$ cat src/rtl/piano_audio_pkg.sv
// Shared constants and types for the piano audio output path.
package piano_audio_pkg;

  localparam int MIDPOINT           = 128;
  localparam int PWM_TOP            = 254;
  localparam int SAMPLE_DIV_DEFAULT = 2268;

  typedef enum logic [1:0] {
    IDLE,
    ACC,
    SAT
  } mix_state_e;

endpackage

$ cat src/rtl/pwm_dac8.sv
// 8-bit PWM DAC: 255-cycle period, duty double-buffered at the period wrap.
module pwm_dac8
  import piano_audio_pkg::*;
(
  input  logic       clk_100mhz,
  input  logic       rst_n,
  input  logic [7:0] level,
  output logic       pwm_out
);

  logic [7:0] pwm_cnt;
  logic [7:0] duty;

  // Duty only changes between periods, so a period never mixes two levels.
  always_ff @(posedge clk_100mhz) begin
    if (!rst_n) begin
      pwm_cnt <= '0;
      duty    <= 8'(MIDPOINT);
      pwm_out <= 1'b0;
    end else begin
      pwm_out <= (pwm_cnt < duty);
      if (pwm_cnt == 8'(PWM_TOP)) begin
        pwm_cnt <= '0;
        duty    <= level;
      end else begin
        pwm_cnt <= pwm_cnt + 8'd1;
      end
    end
  end

endmodule

$ cat src/rtl/voice_mixer_pwm.sv
// Sample-rate strobe, time-multiplexed voice mixer with attenuation and
// saturation, and PWM output stage for the mono amplifier.
module voice_mixer_pwm
  import piano_audio_pkg::*;
#(
  parameter int VOICES     = 8,
  parameter int SAMPLE_DIV = SAMPLE_DIV_DEFAULT,
  parameter int SHIFT      = 2
) (
  input  logic                clk_100mhz,
  input  logic                rst_n,
  input  logic [8*VOICES-1:0] voice_q,
  input  logic                mute,
  output logic                sample_switch,
  output logic [7:0]          mix_level,
  output logic                pwm_out,
  output logic                sd_n
);

  localparam int ACC_W = 9 + $clog2(VOICES);
  localparam int IDX_W = (VOICES > 1) ? $clog2(VOICES) : 1;
  localparam int DIV_W = $clog2(SAMPLE_DIV);
  localparam int HALF  = SAMPLE_DIV / 2;

  localparam logic signed [ACC_W-1:0] SAT_HI = ACC_W'(127);
  localparam logic signed [ACC_W-1:0] SAT_LO = ACC_W'(-128);

  // Attenuate, clamp to signed 8 bits, then re-bias to the unsigned midpoint.
  function automatic logic [7:0] sat_level(input logic signed [ACC_W-1:0] a);
    logic signed [ACC_W-1:0] s;
    s = a >>> SHIFT;
    if (s > SAT_HI) return 8'hFF;
    if (s < SAT_LO) return 8'h00;
    return {~s[7], s[6:0]};
  endfunction

  logic [DIV_W-1:0]        div_cnt;
  logic                    trigger;
  mix_state_e              state, state_nxt;
  logic [IDX_W-1:0]        idx;
  logic signed [ACC_W-1:0] acc;
  logic [7:0]              voice_arr [VOICES];
  logic signed [8:0]       voice_delta;

  for (genvar g = 0; g < VOICES; g++) begin : g_voice
    assign voice_arr[g] = voice_q[8*g +: 8];
  end

  assign trigger     = (div_cnt == DIV_W'(HALF));
  assign voice_delta = $signed({1'b0, voice_arr[idx]}) - 9'sd128;

  always_ff @(posedge clk_100mhz) begin
    if (!rst_n) begin
      div_cnt       <= '0;
      sample_switch <= 1'b0;
      sd_n          <= 1'b0;
    end else begin
      div_cnt       <= (div_cnt == DIV_W'(SAMPLE_DIV - 1)) ? '0 : div_cnt + 1'b1;
      sample_switch <= (div_cnt < DIV_W'(HALF));
      sd_n          <= ~mute;
    end
  end

  always_ff @(posedge clk_100mhz) begin
    if (!rst_n) state <= IDLE;
    else        state <= state_nxt;
  end

  always_comb begin
    state_nxt = state;
    case (state)
      IDLE:    if (trigger) state_nxt = ACC;
      ACC:     if (idx == IDX_W'(VOICES - 1)) state_nxt = SAT;
      SAT:     state_nxt = IDLE;
      default: state_nxt = IDLE;
    endcase
  end

  // Voices are read live at their own idx cycle; no snapshot of voice_q.
  always_ff @(posedge clk_100mhz) begin
    if (!rst_n) begin
      acc       <= '0;
      idx       <= '0;
      mix_level <= 8'(MIDPOINT);
    end else begin
      case (state)
        IDLE: if (trigger) begin
          acc <= '0;
          idx <= '0;
        end
        ACC: begin
          acc <= acc + ACC_W'(voice_delta);
          idx <= (idx == IDX_W'(VOICES - 1)) ? '0 : idx + 1'b1;
        end
        SAT: mix_level <= mute ? 8'(MIDPOINT) : sat_level(acc);
        default: ;
      endcase
    end
  end

  pwm_dac8 u_pwm (
    .clk_100mhz (clk_100mhz),
    .rst_n      (rst_n),
    .level      (mix_level),
    .pwm_out    (pwm_out)
  );

endmodule

$ cat config.mk
export PLATFORM = sky130hd
export DESIGN_NAME = voice_mixer_pwm
export DESIGN_NICKNAME = d
export VERILOG_FILES = /design/src/rtl/piano_audio_pkg.sv /design/src/rtl/pwm_dac8.sv /design/src/rtl/voice_mixer_pwm.sv
export SDC_FILE = /design/constraint.sdc
export NUM_CORES = 1
export LEC_CHECK = 0
export BUFFER_PORTS_ARGS = -buffer_cell sky130_fd_sc_hd__clkbuf_2
export CAP_MARGIN = 5
export CORE_AREA = 2 2 107 109
export DETAILED_ROUTE_END_ITERATION = 12
export DIE_AREA = 0 0 109 111
export GPL_ROUTABILITY_DRIVEN = 0
export PLACE_DENSITY = 0.6
export SETUP_SLACK_MARGIN = 0.1
export SKIP_CTS_REPAIR_TIMING = 1
export SYNTH_ARGS = -nofsm -noshare
export SYNTH_HDL_FRONTEND = slang
export SYNTH_SLANG_ARGS = --single-unit
$ cat constraint.sdc
create_clock -name clk_100mhz -period 4.3 [get_ports clk_100mhz]
set_input_delay 0.43 -clock clk_100mhz [delete_from_list [all_inputs] [get_ports clk_100mhz]]
set_output_delay 0.43 -clock clk_100mhz [all_outputs]
set_load 0.02 [all_outputs]
==> results_dict.tcl, run 1 <==
set metrics [dict create \
    track_usage_pct 12.48 \
    skew_ps 10.29 \
    ys_warn_count 0 \
    synth_flop_cell "dfxtp_1" \
    crit_chain "mux4_2 > mux2_2 > ha_1 > a21oi_1 > a21boi_0 > a21oi_1 > o21ai_0 > or4b_4 > o211ai_2" \
    p_leak_nw 1.653 \
    diodes 0 \
    ys_seq_elements 56 \
    synth_cell_types 49 \
    timing.setup.tns_ps 0 \
    critPathTopFamily "compound AO/OA/AOI/OAI gates" \
    pin_count 78 \
    grt_pass1_wl_um 12200 \
    ant_nets 0 \
    cts.path.max_buffers 2 \
    drt_iter0_markers 71 \
    path_clk_slew_ps 80 \
    ir_drop_mv 0.1618 \
    synth_top_area_share_pct 33.77 \
    layout_common_cells "77 x clkbuf_2, 56 x dfxtp_1, 35 x nor2_1" \
    io_buffer_count 77 \
    critPathMaxFanout 18 \
    worstPathRequired_ps 4530 \
    gr-total-overflow 0 \
    firstDrtPassIters 4 \
    drt-total-wl_um 7153 \
    syn-num-nets 433 \
    syn_inst 341 \
    maxCapViolations 0 \
    routedWlPerCell_um 12.82 \
    endpoint_kind "flop" \
    crit_path_start_kind "flop" \
    grt_pass1_vias 2708 \
    p_total_mw 1.044 \
    hold_path_class "in2reg" \
    async_reset_ff_share_pct 0 \
    cpMostUsedCell "a21oi_1" \
    nFillCells 1108 \
    synth_xor_area_share_pct 6.332 \
    yosysSeqAreaShare_pct 33.77 \
    critical_path_class "reg2reg" \
    cp_num_buf_inv 0 \
    yosys-top-cells-area "dfxtp_1 34%, ha_1 9.0%, mux4_2 7.5%, mux4_1 4.0%, nor2_1 4.0%" \
    drive_above_1_share_pct 26.75 \
    synth-adder-area-share_pct 9.649 \
    synth_area_um2 3319 \
    synth-edff-count 0 \
    drv_slew 0 \
    htree_levels 2 \
    synth_top_family_by_area "simple AND/OR/NAND/NOR gates" \
    start_util_pct 29.97 \
    dp_hpwl_um 5708 \
    worstPathArrival_ps 3450 \
    synthMuxAreaShare_pct 16.89 \
    syn_to_final_growth_pct 20.17 \
    min_period_ps 3223 \
    grt_start_max_net_pins 27 \
    cts_tree "built" \
    die-area_um2 12100 \
    tightest_slew_ps 676.3 \
    die_w_um 109 \
    clk_latency_ps 290 \
    syn-mean-instance-area_um2 9.734 \
    fmax_mhz 310.3 \
    synth_top_cell_by_area "dfxtp_1" \
    finalSetupViolations 0 \
    nNetsFinal 506 \
    cp_slowest_cell "dfxtp_1" \
    rows 39 \
    slowest_delay_ps 760 \
    status "completed" \
    final_common_cell "clkbuf_2" \
    p_per_area_nw_per_um2 261.6 \
    drt-vias-per-instance 4.789 \
    synth_compound_area_share_pct 11.65 \
    drc 0 \
    numCtsBuffers 5 \
    antenna_found_initial 0 \
    hold_violations 0 \
    die_y_um 111 \
    synthSimpleGateAreaFrac_pct 18.81 \
    core_um2 11080 \
    detailroute.via_count 2672 \
    fin_crit_sh_pct 74.95 \
    relSlewSlack_pct 54.85 \
    rsz0062_at_grt "false" \
    root_buffer "clkbuf_16" \
    clock-sinks 56 \
]
-- layer usage --
layer  part of all wire (%)  vias up  wire length [um]  global-route usage [%]
li1                       -     1374                 -                       -
met1                     46     1216              3310                   15.46
met2                     47       76              3381                   21.66
met3                    5.4        6               389                   3.116
met4                   0.99        0                71                   2.564
met5                      0        -                 0                       0
-- registers in the layout (all words and copies together) (netlist names) --
name / flops
u_pwm.duty: 8
u_pwm.pwm_out: 1
sample_switch: 1
mix_level: 8
u_pwm.pwm_cnt: 8
idx: 3
state: 2
div_cnt: 12
sd_n: 1
acc: 12
-- cell type report --
cell class / count / area [um2] / share of cell area (%)
Multi-Input combinational cell: 262 / 2102 / 52.70
Clock buffer: 5 / 125.1 / 3.137
Timing Repair Buffer: 78 / 392.9 / 9.849
Sequential cell: 56 / 1121 / 28.11
Clock inverter: 3 / 27.53 / 0.6901
Tap cell: 143 / 178.9 / 4.486
Inverter: 11 / 41.29 / 1.035
-- stage by stage --
step                area, um2  setup slack (ps)  utilization [%]  instances  hold WS (ps)
floorplan                3319              1159                -        341         436.5
global placement         3836              1179            34.63        550         465.2
detailed placement       3836              1099            34.63        550         470.8
CTS                      3989              1075            36.01        558         358.8
global route             3989             883.9            36.01        558         363.1
finish                   3989              1077            36.01        558         357.0
-- synth_stat cells, types with 3 or more instances --
master	number
inv_1	11
and3_1	5
o21ai_0	16
ha_1	24
mux2_2	7
and2_1	4
a21o_1	9
xnor2_1	10
xor2_1	14
nor2b_1	16
a22oi_1	6
nand2_1	26
mux4_1	5
a21oi_1	10
nand4_1	5
a21boi_0	3
clkbuf_1	9
a22o_1	4
nand3_1	13
nor2_1	35
nor3b_1	4
mux2i_1	8
mux4_2	11
dfxtp_1	56
-- worst reg2reg max path: stages (launching register included) --
cell and delay (ps):
dfxtp_1 760, mux4_2 410, mux2_2 270, ha_1 340
a21oi_1 170, a21boi_0 320, a21oi_1 170, o21ai_0 170
or4b_4 470, o211ai_2 70
-- kinds of logic after synthesis --
group	count (synthesis)
buffers and inverters	23
muxes	32
AOI/OAI and AO/OA	59
adders and majority gates	25
and+or+nand+nor	122
DFF	56
xor gates and xnor gates	24
-- report_power, final --
part | switching, mW | internal (mW)
combinational | 0.0407 | 0.0531
clock | 0.197 | 0.221
sequential | 0.00680 | 0.524
total | 0.245 | 0.799
-- final timing paths --
kind / from / end / slack, ps / cells after the start
worst max register to register: idx[1] / acc[11] / 1080 / 9
worst min-delay path: mute / sd_n / 360 / 2
worst min register to register: div_cnt[0] / div_cnt[0] / 490 / 1
worst max-delay path: idx[1] / acc[11] / 1080 / 9
No activity file was read; power rests on OpenSTA's default activity.
==> run 2: changes to the inputs <==
--- a/config.mk
+++ b/config.mk
@@ -11,7 +11,7 @@
 export DETAILED_ROUTE_END_ITERATION = 12
 export DIE_AREA = 0 0 109 111
 export GPL_ROUTABILITY_DRIVEN = 0
-export PLACE_DENSITY = 0.6
+export PLACE_DENSITY = 0.62
 export SETUP_SLACK_MARGIN = 0.1
 export SKIP_CTS_REPAIR_TIMING = 1
 export SYNTH_ARGS = -nofsm -noshare
==> constraint.sdc (replaced) <==
create_clock -name clk_100mhz -period 2.6 [get_ports clk_100mhz]
set_input_delay 0.26 -clock clk_100mhz [delete_from_list [all_inputs] [get_ports clk_100mhz]]
set_output_delay 0.26 -clock clk_100mhz [all_outputs]
set_load 0.02 [all_outputs]
==> results_dict.tcl, run 2 (synthesis gave the netlist of run 1 again) <==
set metrics [dict create \
    status "finished, violations left" \
    violations "setup timing" \
    rsz0062_at_grt "true" \
    final_common_cell "clkbuf_2" \
    die_y_um 111 \
    final_util_pct 40.35 \
    drc 0 \
    final.setup.worst_slack_ps -184.8 \
    track_usage_pct 12.82 \
    relSlewSlack_pct 63.21 \
    drive_above_1_share_pct 36.94 \
    cts.path.max_buffers 2 \
    top_regs "acc (12), div_cnt (12)" \
    routedWlPerCell_um 12.84 \
    antenna_found_initial 0 \
    min_period_ps 2785 \
    finalNonFillerCells 587 \
    ir_drop_mv 0.3953 \
    die_w_um 109 \
    fmax_mhz 359.1 \
    place_inst 575 \
    htree_levels 2 \
    crit_path_start_kind "flop" \
    maxCapViolations 0 \
    clock-sinks 56 \
    p_per_area_nw_per_um2 410.5 \
    critical_path_class "reg2reg" \
    drt_iter0_markers 81 \
    critPathMaxFanout 7 \
    finalSetupViolations 6 \
    ant_nets 0 \
    die-area_um2 12100 \
    endpoint_kind "flop" \
    pin_count 78 \
    drv_slew 0 \
    diodes 0 \
    root_buffer "clkbuf_16" \
    hold_violations 0 \
    layout_common_cells "77 x clkbuf_2, 55 x dfxtp_1, 35 x nor2_1" \
    tightest_slew_ps 548.1 \
    p_leak_nw 1.842 \
    nFillCells 1080 \
    worstPathArrival_ps 3010 \
    worstPathRequired_ps 2820 \
    core_um2 11080 \
    grt_pass1_wl_um 12880 \
    firstDrtPassIters 5 \
    p_total_mw 1.834 \
    drt-total-wl_um 7539 \
    place_ws_ps -269.0 \
    start_util_pct 29.97 \
    hold_path_class "in2reg" \
    holdWs_ps 193.7 \
    dp_hpwl_um 5949 \
    syn_to_final_growth_pct 34.64 \
    grt_start_max_net_pins 27 \
    nNetsFinal 535 \
    detailroute.via_count 2811 \
    fin_crit_sh_pct 107.1 \
    io_buffer_count 77 \
    cts_tree "built" \
    rows 39 \
    grt_pass1_vias 2877 \
    clk_latency_ps 290 \
    gr-total-overflow 0 \
    skew_ps 9.596 \
    drt-vias-per-instance 4.789 \
    path_clk_slew_ps 80 \
    numCtsBuffers 5 \
]
-- run 2: cell types whose count changed in the layout (fill, tap and decap cells not counted), sizes merged --
cell	delta
bufinv	+1
clkbuf	+1
clkinv	-1
buf	+28
-- run 2: final cells by class --
type                    instances  area [um2]  area share (%)
clock inverters                 3       46.29           1.036
inverters                      11       41.29          0.9239
well taps                     143       178.9           4.003
repair buffers                107       656.9           14.70
flip-flops and latches         56        1125           25.17
clock buffers                   5       125.1           2.800
multi-input cells             262        2296           51.37
-- run 2: power breakdown --
group	internal, mW	total [mW]	switching [mW]
clock network	0.458	0.770	0.312
logic	0.109	0.187	0.0786
registers	0.866	0.877	0.0108
-- run 2: worst max-delay path, cell delays in order (launching register included) --
cell and delay, ps:
dfxtp_4 400, clkbuf_16 170, mux4_2 490, mux2_4 280
ha_4 290, nand4_1 90, a21o_1 190, a21oi_2 180
nor3_2 50, or4b_4 500, o211ai_2 70
-- run 2: path summary, 6_finish.rpt --
kind                            to              from  depth (start not counted)  slack [ps]
setup reg to reg           acc[11]            idx[0]                         10        -180
hold / removal                sd_n              mute                          2         190
hold reg to reg   u_pwm.pwm_cnt[0]  u_pwm.pwm_cnt[0]                          1         480
setup / recovery           acc[11]            idx[0]                         10        -180
-- run 2: metal layers --
metal / global-route usage [%] / share of wire [%] / vias up
met3: 1.940 / 4.7 / 6
met4: 2.735 / 1.0 / 0
met5: 0 / 0 / -
met2: 22.94 / 51 / 84
met1: 16.04 / 43 / 1296
li1: - / - / 1425
-- run 2: metrics by stage --
stage | TNS [ps] | instance area (um2)
floorplan | -636.0 | 3432
global placement | -791.1 | 4148
detailed placement | -1047 | 4148
CTS | -1144 | 4319
global route | -1530 | 4469
finish | -636.5 | 4469
